$ cat src/rtl/alu_pkg.sv
// Shared ALU function codes and arbiter FSM encoding for the shared-ALU slice.
package alu_pkg;

  localparam logic [5:0] ALU_ADD   = 6'b000000;
  localparam logic [5:0] ALU_SUB   = 6'b000001;
  localparam logic [5:0] ALU_AND   = 6'b011000;
  localparam logic [5:0] ALU_OR    = 6'b011110;
  localparam logic [5:0] ALU_XOR   = 6'b010110;
  localparam logic [5:0] ALU_NOR   = 6'b010001;
  localparam logic [5:0] ALU_PASSA = 6'b011010;
  localparam logic [5:0] ALU_SLL   = 6'b100000;
  localparam logic [5:0] ALU_SRL   = 6'b100001;
  localparam logic [5:0] ALU_SRA   = 6'b100011;
  localparam logic [5:0] ALU_EQ    = 6'b110011;
  localparam logic [5:0] ALU_NEQ   = 6'b110001;
  localparam logic [5:0] ALU_LT    = 6'b110101;
  localparam logic [5:0] ALU_LEZ   = 6'b111101;
  localparam logic [5:0] ALU_LTZ   = 6'b111011;
  localparam logic [5:0] ALU_GTZ   = 6'b111111;

  typedef enum logic [1:0] {
    IDLE = 2'b00,
    EXEC = 2'b01,
    RESP = 2'b10
  } arb_state_t;

endpackage

$ cat src/rtl/alu_core.sv
// Purely combinational 32-bit ALU: add/sub, logic, shift and compare groups
// selected by fun[5:4].
module alu_core
  import alu_pkg::*;
(
  input  logic [31:0] a,
  input  logic [31:0] b,
  input  logic [5:0]  fun,
  input  logic        sign,
  output logic [31:0] z
);

  logic [31:0] addsub_s;
  logic        lt_s;
  logic        neg_s;
  logic        zero_s;
  logic        flag_s;

  assign addsub_s = fun[0] ? (a - b) : (a + b);
  assign lt_s     = sign ? ($signed(a) < $signed(b)) : (a < b);
  // Zero-relative compares treat A as negative only in signed mode.
  assign neg_s    = sign & a[31];
  assign zero_s   = (a == 32'h0000_0000);

  // Compare flag decode; unknown compare codes yield 0.
  always_comb begin
    flag_s = 1'b0;
    case (fun[3:0])
      4'b0011: flag_s = (a == b);
      4'b0001: flag_s = (a != b);
      4'b0101: flag_s = lt_s;
      4'b1101: flag_s = neg_s | zero_s;
      4'b1011: flag_s = neg_s;
      4'b1111: flag_s = ~neg_s & ~zero_s;
      default: flag_s = 1'b0;
    endcase
  end

  // Result mux by operation group.
  always_comb begin
    z = 32'h0000_0000;
    case (fun[5:4])
      2'b00: z = addsub_s;
      2'b01: begin
        case (fun[3:0])
          4'b1000: z = a & b;
          4'b1110: z = a | b;
          4'b0110: z = a ^ b;
          4'b0001: z = ~(a | b);
          4'b1010: z = a;
          default: z = a;
        endcase
      end
      2'b10: begin
        case (fun[1:0])
          2'b00:   z = b << a[4:0];
          2'b01:   z = b >> a[4:0];
          2'b11:   z = $unsigned($signed(b) >>> a[4:0]);
          default: z = b;
        endcase
      end
      2'b11:   z = {31'h0000_0000, flag_s};
      default: z = 32'h0000_0000;
    endcase
  end

endmodule

$ cat src/rtl/alu_arbiter.sv
// Round-robin arbiter sharing one alu_core between two valid/ready requesters,
// with a registered result held until the owner accepts it.
module alu_arbiter
  import alu_pkg::*;
#(
  parameter int CNT_W = 16
) (
  input  logic             clk,
  input  logic             reset,
  input  logic             req0_valid,
  input  logic             req1_valid,
  output logic             req0_ready,
  output logic             req1_ready,
  input  logic [31:0]      req0_a,
  input  logic [31:0]      req0_b,
  input  logic [31:0]      req1_a,
  input  logic [31:0]      req1_b,
  input  logic [5:0]       req0_fun,
  input  logic [5:0]       req1_fun,
  input  logic             req0_sign,
  input  logic             req1_sign,
  output logic             rsp0_valid,
  output logic             rsp1_valid,
  input  logic             rsp0_ready,
  input  logic             rsp1_ready,
  output logic [31:0]      rsp_z,
  output logic             busy,
  output logic [CNT_W-1:0] op_count
);

  arb_state_t       state_r, state_nxt_s;
  logic             prio_r;
  logic             owner_r;
  logic [31:0]      a_r, b_r;
  logic [5:0]       fun_r;
  logic             sign_r;
  logic [31:0]      rsp_z_r;
  logic             rsp_valid_r;
  logic [CNT_W-1:0] op_count_r;
  logic             grant_s;
  logic             accept_s;
  logic             rsp_done_s;
  logic [31:0]      alu_z_s;

  alu_core u_alu (
    .a    (a_r),
    .b    (b_r),
    .fun  (fun_r),
    .sign (sign_r),
    .z    (alu_z_s)
  );

  // Grant selection: lone requester wins, contention resolved by prio_r.
  always_comb begin
    grant_s = 1'b0;
    if (req0_valid && req1_valid) begin
      grant_s = prio_r;
    end else if (req1_valid) begin
      grant_s = 1'b1;
    end else begin
      grant_s = 1'b0;
    end
  end

  assign accept_s   = (state_r == IDLE) && (req0_valid || req1_valid);
  assign rsp_done_s = (state_r == RESP) && (owner_r ? rsp1_ready : rsp0_ready);

  // Next-state logic.
  always_comb begin
    state_nxt_s = state_r;
    case (state_r)
      IDLE:    state_nxt_s = accept_s ? EXEC : IDLE;
      EXEC:    state_nxt_s = RESP;
      RESP:    state_nxt_s = rsp_done_s ? IDLE : RESP;
      default: state_nxt_s = IDLE;
    endcase
  end

  // State, operand capture, result register and counters.
  always_ff @(posedge clk) begin
    if (reset) begin
      state_r     <= IDLE;
      prio_r      <= 1'b0;
      owner_r     <= 1'b0;
      a_r         <= 32'h0000_0000;
      b_r         <= 32'h0000_0000;
      fun_r       <= 6'b000000;
      sign_r      <= 1'b0;
      rsp_z_r     <= 32'h0000_0000;
      rsp_valid_r <= 1'b0;
      op_count_r  <= {CNT_W{1'b0}};
    end else begin
      state_r <= state_nxt_s;
      if (accept_s) begin
        owner_r <= grant_s;
        a_r     <= grant_s ? req1_a    : req0_a;
        b_r     <= grant_s ? req1_b    : req0_b;
        fun_r   <= grant_s ? req1_fun  : req0_fun;
        sign_r  <= grant_s ? req1_sign : req0_sign;
      end
      if (state_r == EXEC) begin
        rsp_z_r     <= alu_z_s;
        rsp_valid_r <= 1'b1;
      end
      if (rsp_done_s) begin
        rsp_valid_r <= 1'b0;
        prio_r      <= ~owner_r;
        if (op_count_r != {CNT_W{1'b1}}) begin
          op_count_r <= op_count_r + {{(CNT_W-1){1'b0}}, 1'b1};
        end
      end
    end
  end

  assign req0_ready = !reset && accept_s && !grant_s;
  assign req1_ready = !reset && accept_s && grant_s;
  assign rsp0_valid = rsp_valid_r && !owner_r;
  assign rsp1_valid = rsp_valid_r && owner_r;
  assign rsp_z      = rsp_z_r;
  assign busy       = (state_r != IDLE);
  assign op_count   = op_count_r;

endmodule

$ cat config.mk
export PLATFORM = sky130hd
export DESIGN_NAME = alu_arbiter
export DESIGN_NICKNAME = d
export VERILOG_FILES = /design/src/rtl/alu_pkg.sv /design/src/rtl/alu_core.sv /design/src/rtl/alu_arbiter.sv
export SDC_FILE = /design/constraint.sdc
export NUM_CORES = 1
export LEC_CHECK = 0
export BUFFER_PORTS_ARGS = -buffer_cell sky130_fd_sc_hd__buf_4
export CELL_PAD_IN_SITES_DETAIL_PLACEMENT = 1
export CELL_PAD_IN_SITES_GLOBAL_PLACEMENT = 1
export CORE_UTILIZATION = 40
export CTS_BUF_LIST = sky130_fd_sc_hd__clkbuf_4 sky130_fd_sc_hd__clkbuf_8
export DETAILED_ROUTE_END_ITERATION = 7
export PLACE_DENSITY = 0.87
export SKIP_CTS_REPAIR_TIMING = 1
export SYNTH_ARGS = -nofsm -noshare
export SYNTH_HDL_FRONTEND = slang
export SYNTH_SLANG_ARGS = --single-unit
$ cat constraint.sdc
create_clock -name clk -period 8.4 [get_ports clk]
set_clock_uncertainty 0.15 [all_clocks]
set_input_delay 1.26 -clock clk [delete_from_list [all_inputs] [get_ports clk]]
set_output_delay 1.26 -clock clk [all_outputs]
set_load 0.01 [all_outputs]
==> flow_summary.toml, run 1 <==
[synthesis]
ys_top_cells_by_area = "dfxtp_1 17%, mux4_2 11%, ha_1 8.2%"
syn_inst = 1903
netlist.top_cell.by_area = "dfxtp_1"
synth_edf_count = 0
synth_seq_cells = 124
syn-cell-area_sq_um = 14700
async_flop_share_pct = 0
syn_avg_cell_area_sq_um = 7.74
synth_fp_nets = 2150
ys_warn_count = 0
synth_top_flop_cell = "dfxtp_1"
yosysTopAreaCellShare_pct = 16.9
ys_seq_area_share_pct = 16.9
synth.distinct_cells = 87

[timing]
slew_viol_final = 0
worst_slew_pin_slew_ns = 1.20
max_freq_mhz = 203
finalHoldViolCount = 0
fin_crit_sh_pct = 58.5
rsz0062_at_grt = "no"
tns_ns = 0
maxSlewHeadroom_pct = 19.6
setup_violations = 0
fin_crit_ns = 4.91

[route]
first_iter_violations = 1737
wl_per_cell_um = 27.3
routed.top_layer = "met5"
drt_pre_antenna_iters = 5
wl_met2_um = 29000
wl_met3_um = 6630
post_drt_via_cell_ratio = 6.77
drt-met1-wl_um = 27300
vias = 16400
ant_nets = 0
wl_um = 66100
drc = 0

[cts]
cts_tree = "built"
cts_root_buffer = "clkbuf_8"
clk_path_buf_depth = 2
path_clk_slew_ns = 0.10
cts_made_buffers = 17
cts_max_level = 4
tritoncts_num_sinks = 124
clkLatencyLatePin_ns = 0.52

[floorplanning]
io-pin-count = 201
start_util_pct = 41.0
die_y_um = 194
die_w_um = 194
core_area_sq_um = 35900
die_area_sq_um = 37600
rows = 69

[power]
ir_worst_vdd_mv = 0.136
p_leak_nw = 6.63
power_density_nw_per_um2 = 190

[run_status]
status = "completed"

[worst_setup_path]
arrival_ns = 5.12
r2r_end = "rsp_z[0]$_SDFFE_PP0P_"
crit_required_ns = 8.61
reg2reg_depth = 12
regToRegSetupSlack_ns = 3.49
crit_top_cell = "nor4_1"
cp-startpoint = "a_r[4]$_SDFFE_PP0P_"
cp_max_fo = 55
crit_type = "reg -> reg"
r2r-start = "a_r[4]$_SDFFE_PP0P_"
crit_path_start_kind = "flop"
crit_path_end_kind = "flop"
path_cells = "buf_4 > clkinv_1 > ha_1 > a221oi_1 > nor4_1 > nor4_1 > nor3_1 > o21ai_0 > nand2_1 > a32oi_1 > o211a_1 > o32ai_1"
cpPeakStageDelay_ns = 0.67
cp-endpoint = "rsp_z[0]$_SDFFE_PP0P_"
cp_slowest_cell = "clkinv_1"

[layout]
drive_gt1_share_pct = 19.4
final_nets = 2199
finalInstanceArea_sq_um = 16500
final_cell_mix = "266 x nor2_1, 227 x buf_4, 133 x o21ai_0, 120 x dfxtp_1, 118 x nand2_1"
final_common_cell = "nor2_1"
syn2layout_area_growth_pct = 11.8

[placed_design]
port_buffers = 200
placed_cell_area_sq_um = 16100
hpwl_um = 48100
gp_congestion = 1.06

[global_route]
antenna_found_initial = 3
grt_usage_pct = 34.7
grt_pass1_wl_um = 100000
grt_max_degree = 95
globalRouteOverflowTotal = 0
grt_pass1_vias = 16300

[min_path]
hp-class = "reg -> reg"

[job]
max_cap_viol_count = 0
stage by stage:
step	utilization (%)	hold slack, ns	total power, mW	instances	setup WS (ns)
floorplan	-	0.322	1.97	1903	4.53
global placement	44.8	0.302	2.48	2394	3.83
detailed placement	44.8	0.308	2.53	2394	3.72
CTS	45.8	0.318	3.07	2425	3.70
global route	45.8	0.332	3.26	2425	3.29
finish	45.8	0.317	3.13	2426	3.49
cell families after synthesis:
| logic type | share of synthesized area, % |
|---|---|
| muxes | 18.6 |
| buffers and inverters | 9.21 |
| AOI/OAI and AO/OA | 27.5 |
| and+or+nand+nor | 17.1 |
| xor gates and xnor gates | 2.20 |
| DFF | 16.9 |
| adders and majority gates | 8.52 |
worst min-delay path by stage:
stage,depth (start not counted),slack (ns),start,endpoint
global route,2,0.33,rsp_z[13]$_SDFFE_PP0P_,rsp_z[13]$_SDFFE_PP0P_
finish,2,0.32,rsp_z[13]$_SDFFE_PP0P_,rsp_z[13]$_SDFFE_PP0P_
global placement,2,0.30,rsp_z[13]$_SDFFE_PP0P_,rsp_z[13]$_SDFFE_PP0P_
CTS,2,0.32,rsp_z[13]$_SDFFE_PP0P_,rsp_z[13]$_SDFFE_PP0P_
floorplan,2,0.32,prio_r$_SDFFE_PP0P_,prio_r$_SDFFE_PP0P_
detailed placement,2,0.31,rsp_z[13]$_SDFFE_PP0P_,rsp_z[13]$_SDFFE_PP0P_
Yosys cell counts (13+ instances only):
cell,number
nor4_1,13
inv_1,96
xnor2_1,22
a31oi_1,16
nor2_1,268
xor2_1,15
o221ai_1,13
a211oi_1,91
buf_1,17
o211ai_1,28
ha_1,97
o31ai_1,13
buf_2,28
o2111ai_1,32
nand3_1,21
mux4_2,69
mux2i_1,106
clkbuf_1,127
a21oi_1,110
clkbuf_8,13
a22oi_1,33
dfxtp_1,124
o21bai_1,14
nand2b_1,16
nor3_1,43
o21ai_0,134
nand2_1,118
a221oi_1,19
worst max-delay path: cells and delay by family (launching register included):
kind | cells | cell delay [ns]
DFF | 1 | 0.33
buffers and inverters | 2 | 1.15
and+or+nand+nor | 4 | 1.13
adders and majority gates | 1 | 0.63
AOI/OAI and AO/OA | 5 | 1.32
cell type report:
cell class	count	area, sq um
Tap cell	461	577
Sequential cell	124	2490
Inverter	102	383
Antenna cell	1	2.50
Multi-Input combinational cell	1480	10900
Fill cell	4468	19500
Timing Repair Buffer	227	1700
Clock buffer	20	269
Clock inverter	11	96.3
flip-flops by register name, indices dropped and copies added (netlist names), 2 cells and up:
signal    flops
a_r          32
b_r          32
fun_r         6
op_count     16
state_r       2
rsp_z        32
power breakdown:
group / total, mW / switching, mW / internal (mW) / leakage [nW]
clock network: 0.531 / 0.283 / 0.248 / 0.176
registers: 0.840 / 0.184 / 0.656 / 1.03
logic: 1.75 / 1.09 / 0.662 / 5.43
total: 3.13 / 1.56 / 1.57 / 6.63
per-layer routing:
| layer | vias to the layer above | GRT usage [%] |
|---|---|---|
| li1 | 7119 | - |
| met1 | 8079 | 45.2 |
| met2 | 1017 | 54.1 |
| met3 | 199 | 7.78 |
| met4 | 4 | 16.9 |
| met5 | - | 0 |
No activity file was read; power rests on OpenSTA's default activity.
==> run 2: changes to the inputs <==
--- a/config.mk
+++ b/config.mk
@@ -11,7 +11,7 @@
 export CORE_UTILIZATION = 40
 export CTS_BUF_LIST = sky130_fd_sc_hd__clkbuf_4 sky130_fd_sc_hd__clkbuf_8
 export DETAILED_ROUTE_END_ITERATION = 7
-export PLACE_DENSITY = 0.87
+export PLACE_DENSITY = 0.9
 export SKIP_CTS_REPAIR_TIMING = 1
 export SYNTH_ARGS = -nofsm -noshare
 export SYNTH_HDL_FRONTEND = slang
==> constraint.sdc (replaced) <==
create_clock -name clk -period 4 [get_ports clk]
set_clock_uncertainty 0.15 [all_clocks]
set_input_delay 0.6 -clock clk [delete_from_list [all_inputs] [get_ports clk]]
set_output_delay 0.6 -clock clk [all_outputs]
set_load 0.01 [all_outputs]
==> run 2 against run 1 <==
Sequential share of layout area is 0.65 points lower; largest power group unchanged; die area stayed put; design area is 4.5% higher; first-iteration DRC count is 13% higher; clock power is 130% higher; maximum frequency is 24% higher; sequential power is 89% higher; worst setup slack worse by 3.4 ns; highest routed layer unchanged.
==> flow_summary.toml, run 2 (same netlist as run 1, synthesis figures left out) <==
[route]
drc = 0
wl_per_cell_um = 27.0
vias = 16900
drt_pre_antenna_iters = 6
wl_um = 67800
post_drt_via_cell_ratio = 6.74
ant_nets = 0
first_iter_violations = 1970

[global_route]
grt_max_degree = 70
grt_usage_pct = 35.7
grt_util_met2_pct = 53.9
antenna_found_initial = 3
met3_usage_pct = 8.40
globalRouteOverflowTotal = 0
met1_usage_pct = 45.9
grt_pass1_vias = 17000
busiest_layer = "met2"
grt_pass1_wl_um = 103000

[worst_setup_path]
regToRegSetupSlack_ns = 0.04
crit_type = "reg -> reg"
crit_path_start_kind = "flop"
crit_required_ns = 4.27
cp_max_fo = 8
arrival_ns = 4.24
crit_path_end_kind = "flop"

[placed_design]
dp_cells = 2478
placed_cell_area_sq_um = 16800
hpwl_um = 49300
port_buffers = 200
gp_congestion = 1.06

[timing]
worst_slew_pin_slew_ns = 1.09
fin_crit_ns = 3.96
max_freq_mhz = 252
fin_crit_sh_pct = 99.1
finalHoldViolCount = 0
maxSlewHeadroom_pct = 27.3
rsz0062_at_grt = "no"
tns_ns = 0
setup_violations = 0
slew_viol_final = 0

[layout]
finalInstanceArea_sq_um = 17200
drive_gt1_share_pct = 22.7
final_common_cell = "buf_4"
instances_no_fill = 2513
syn2layout_area_growth_pct = 16.8
final_cell_mix = "305 x buf_4, 266 x nor2_1, 133 x o21ai_0, 120 x dfxtp_1, 118 x nand2_1"
final_nets = 2283

[floorplanning]
core_area_sq_um = 35900
die_y_um = 194
die_area_sq_um = 37600
rows = 69
die_w_um = 194
io-pin-count = 201
start_util_pct = 41.0

[run_status]
status = "completed"

[cts]
cts_max_level = 4
clkLatencyLatePin_ns = 0.52
cts_made_buffers = 17
cts_root_buffer = "clkbuf_8"
path_clk_slew_ns = 0.09
tritoncts_num_sinks = 124
cts_tree = "built"
clk_path_buf_depth = 2

[power]
p_leak_nw = 7.10
power_density_nw_per_um2 = 401
ir_worst_vdd_mv = 0.244

[min_path]
hp-class = "in -> reg"

[job]
max_cap_viol_count = 0
==> run 2: cell count changes in the layout (fill, tap and decap cells not counted), sizes merged <==
cell,before,now
clkinv,8,10
clkinvlp,5,2
diode,1,3
bufinv,1,3
buf,227,311
==> run 2: final timing paths <==
check / cells after the start / start / endpoint
setup / recovery: 8 / b_r[26]$_SDFFE_PP0P_ / rsp_z[0]$_SDFFE_PP0P_
hold / removal: 4 / rsp1_ready / prio_r$_SDFFE_PP0P_
setup reg to reg: 8 / b_r[26]$_SDFFE_PP0P_ / rsp_z[0]$_SDFFE_PP0P_
hold reg to reg: 2 / rsp_z[16]$_SDFFE_PP0P_ / rsp_z[16]$_SDFFE_PP0P_
==> run 2: where the power goes <==
group          switching [mW]  leakage [nW]  internal (mW)
logic                    2.54          5.87           1.55
registers               0.213          1.03           1.38
clock network           0.585         0.207          0.631
total                    3.34          7.10           3.56
==> run 2: metrics by stage <==
step	power [mW]	setup WS, ns	utilization, %	hold WS, ns
after floorplan	4.13	0.175	-	0.322
after global placement	5.37	0.358	46.7	0.304
after detailed placement	5.52	0.200	46.7	0.313
after CTS	6.74	0.171	47.9	0.251
after global routing	7.18	0.0542	47.9	0.292
final	6.89	0.0357	47.9	0.275
==> run 2: cell type report <==
class / instances / area, sq um
Antenna cell: 3 / 7.51
Clock buffer: 20 / 256
Clock inverter: 12 / 148
Fill cell: 4390 / 18700
Inverter: 102 / 383
Multi-Input combinational cell: 1480 / 10900
Sequential cell: 124 / 2490
Tap cell: 461 / 577
Timing Repair Buffer: 311 / 2410
==> run 2: worst max-delay path: stages, from the launching register on <==
cell     delay (ns)
dfxtp_1        0.82
inv_1          0.30
ha_1           0.45
or3_1          0.44
nor3b_1        0.49
or4bb_1        0.69
o21ai_0        0.21
a32oi_1        0.08
o32ai_1        0.22
==> run 2: layer usage <==
metal,share of wire (%),wire length (um)
met1,40,26900
met4,6.7,4530
met5,0.040,27
met3,11,7640
met2,42,28700
==> run 3: changes to the inputs <==
--- a/config.mk
+++ b/config.mk
@@ -8,10 +8,11 @@
 export BUFFER_PORTS_ARGS = -buffer_cell sky130_fd_sc_hd__buf_4
 export CELL_PAD_IN_SITES_DETAIL_PLACEMENT = 1
 export CELL_PAD_IN_SITES_GLOBAL_PLACEMENT = 1
-export CORE_UTILIZATION = 40
+export CORE_UTILIZATION = 30
 export CTS_BUF_LIST = sky130_fd_sc_hd__clkbuf_4 sky130_fd_sc_hd__clkbuf_8
+export CTS_CLUSTER_DIAMETER = 120
 export DETAILED_ROUTE_END_ITERATION = 7
-export PLACE_DENSITY = 0.9
+export PLACE_DENSITY = 0.73
 export SKIP_CTS_REPAIR_TIMING = 1
 export SYNTH_ARGS = -nofsm -noshare
 export SYNTH_HDL_FRONTEND = slang
==> run 3 against run 2 <==
Clock power grew 11%; largest power group unchanged; combinational power grew 4%; power grew 3.6%; highest routed layer is now met4.
==> flow_summary.toml, run 3 (same netlist as run 1, synthesis figures left out) <==
[timing]
layout_setup_ws_ns = 0.190
setup_violations = 0
worst_slew_pin_slew_ns = 1.01
rsz0062_at_grt = "no"
finalHoldViolCount = 0
fin_crit_sh_pct = 95.2
slew_viol_final = 0
tns_ns = 0
maxSlewHeadroom_pct = 32.4
fin_crit_ns = 3.81
max_freq_mhz = 262

[route]
vias = 16400
drt_pre_antenna_iters = 5
drc = 0
post_drt_via_cell_ratio = 6.14
wl_um = 72200
ant_nets = 0
first_iter_violations = 1401
wl_per_cell_um = 27.0

[cts]
clk_path_buf_depth = 2
cts_root_buffer = "clkbuf_8"
clkLatencyLatePin_ns = 0.57
cts_tree = "built"
tritoncts_num_sinks = 124
cts_made_buffers = 17
cts_max_level = 4
path_clk_slew_ns = 0.08

[global_route]
grt_pass1_wl_um = 107000
antenna_found_initial = 0
grt_pass1_vias = 16200
globalRouteOverflowTotal = 0
grt_max_degree = 83
grt_usage_pct = 28.6

[worst_setup_path]
r2r-start = "a_r[18]$_SDFFE_PP0P_"
crit_path_end_kind = "flop"
cp_max_fo = 6
cp-endpoint = "rsp_z[0]$_SDFFE_PP0P_"
crit_path_start_kind = "flop"
arrival_ns = 4.07
crit_type = "reg -> reg"
crit_required_ns = 4.26
r2r_end = "rsp_z[0]$_SDFFE_PP0P_"
regToRegSetupSlack_ns = 0.19
cp-startpoint = "a_r[18]$_SDFFE_PP0P_"
reg2reg_depth = 12

[min_path]
hp-class = "in -> reg"

[floorplanning]
die_w_um = 224
core_area_sq_um = 48000
start_util_pct = 30.6
rows = 80
io-pin-count = 201
die_area_sq_um = 50000
die_y_um = 224

[layout]
n_fill_cell = 5811
diodes = 0
final_common_cell = "buf_4"
final_cell_mix = "317 x buf_4, 265 x nor2_1, 133 x o21ai_0, 120 x dfxtp_1, 118 x nand2_1"
syn2layout_area_growth_pct = 19.3
finalInstanceArea_sq_um = 17600
final_nets = 2297
instances_no_fill = 2678
drive_gt1_share_pct = 23.3

[power]
ir_worst_vdd_mv = 0.240
p_leak_nw = 7.18
power_density_nw_per_um2 = 406
total_power_mw = 7.14

[placed_design]
placed_cell_area_sq_um = 17100
dp_cells = 2646
hpwl_um = 52800
dp_slack_ns = 0.134
port_buffers = 200
gp_congestion = 0.991

[run_status]
status = "completed"

[job]
max_cap_viol_count = 0
[run 3: power breakdown]
| group | internal, mW | switching [mW] |
|---|---|---|
| Clock | 0.689 | 0.675 |
| Sequential | 1.38 | 0.159 |
| Combinational | 1.59 | 2.65 |
| Total | 3.66 | 3.48 |
[run 3: worst min path at each step]
stage | end | startpoint | depth (start not counted) | slack (ns)
finish | prio_r$_SDFFE_PP0P_ | rsp1_ready | 4 | 0.23
global placement | rsp_z[16]$_SDFFE_PP0P_ | rsp_z[16]$_SDFFE_PP0P_ | 2 | 0.31
CTS | prio_r$_SDFFE_PP0P_ | rsp1_ready | 4 | 0.18
global route | a_r[18]$_SDFFE_PP0P_ | req1_a[18] | 3 | 0.23
floorplan | prio_r$_SDFFE_PP0P_ | prio_r$_SDFFE_PP0P_ | 2 | 0.32
detailed placement | rsp_z[16]$_SDFFE_PP0P_ | rsp_z[16]$_SDFFE_PP0P_ | 2 | 0.32
[run 3: cell type report]
| class | instances | area [sq um] | share of cell area, % |
|---|---|---|---|
| clock inverter | 15 | 209 | 1.19 |
| tap | 615 | 769 | 4.38 |
| multi-input combinational | 1480 | 10900 | 62.3 |
| sequential | 124 | 2490 | 14.2 |
| timing repair buffer | 325 | 2540 | 14.5 |
| inverter | 102 | 383 | 2.18 |
| clock buffer | 17 | 234 | 1.33 |
[run 3: worst max-delay path: stages, from the launching register on]
cell and delay (ns):
dfxtp_1 0.45, inv_1 0.08, ha_1 0.31, or3_4 0.42, nor3_4 0.18, nand2_1 0.24
nor4_2 0.65, nor3_1 0.18, o21ai_0 0.43, nand2_1 0.13, a32oi_1 0.21, o211a_1 0.15
o32ai_1 0.08
[run 3: through the flow]
step	hold slack, ns	utilization [%]
after floorplan	0.322	-
final	0.232	36.6
after CTS	0.182	36.5
after global routing	0.232	36.6
after global placement	0.313	35.6
after detailed placement	0.320	35.6
[run 3: layer usage]
layer	track usage [%]	part of all wire, %	vias to the layer above
met2	43.0	43	855
met3	6.97	9.3	177
li1	-	-	7319
met1	38.4	43	8094
met4	13.5	4.4	0
met5	0	0	-
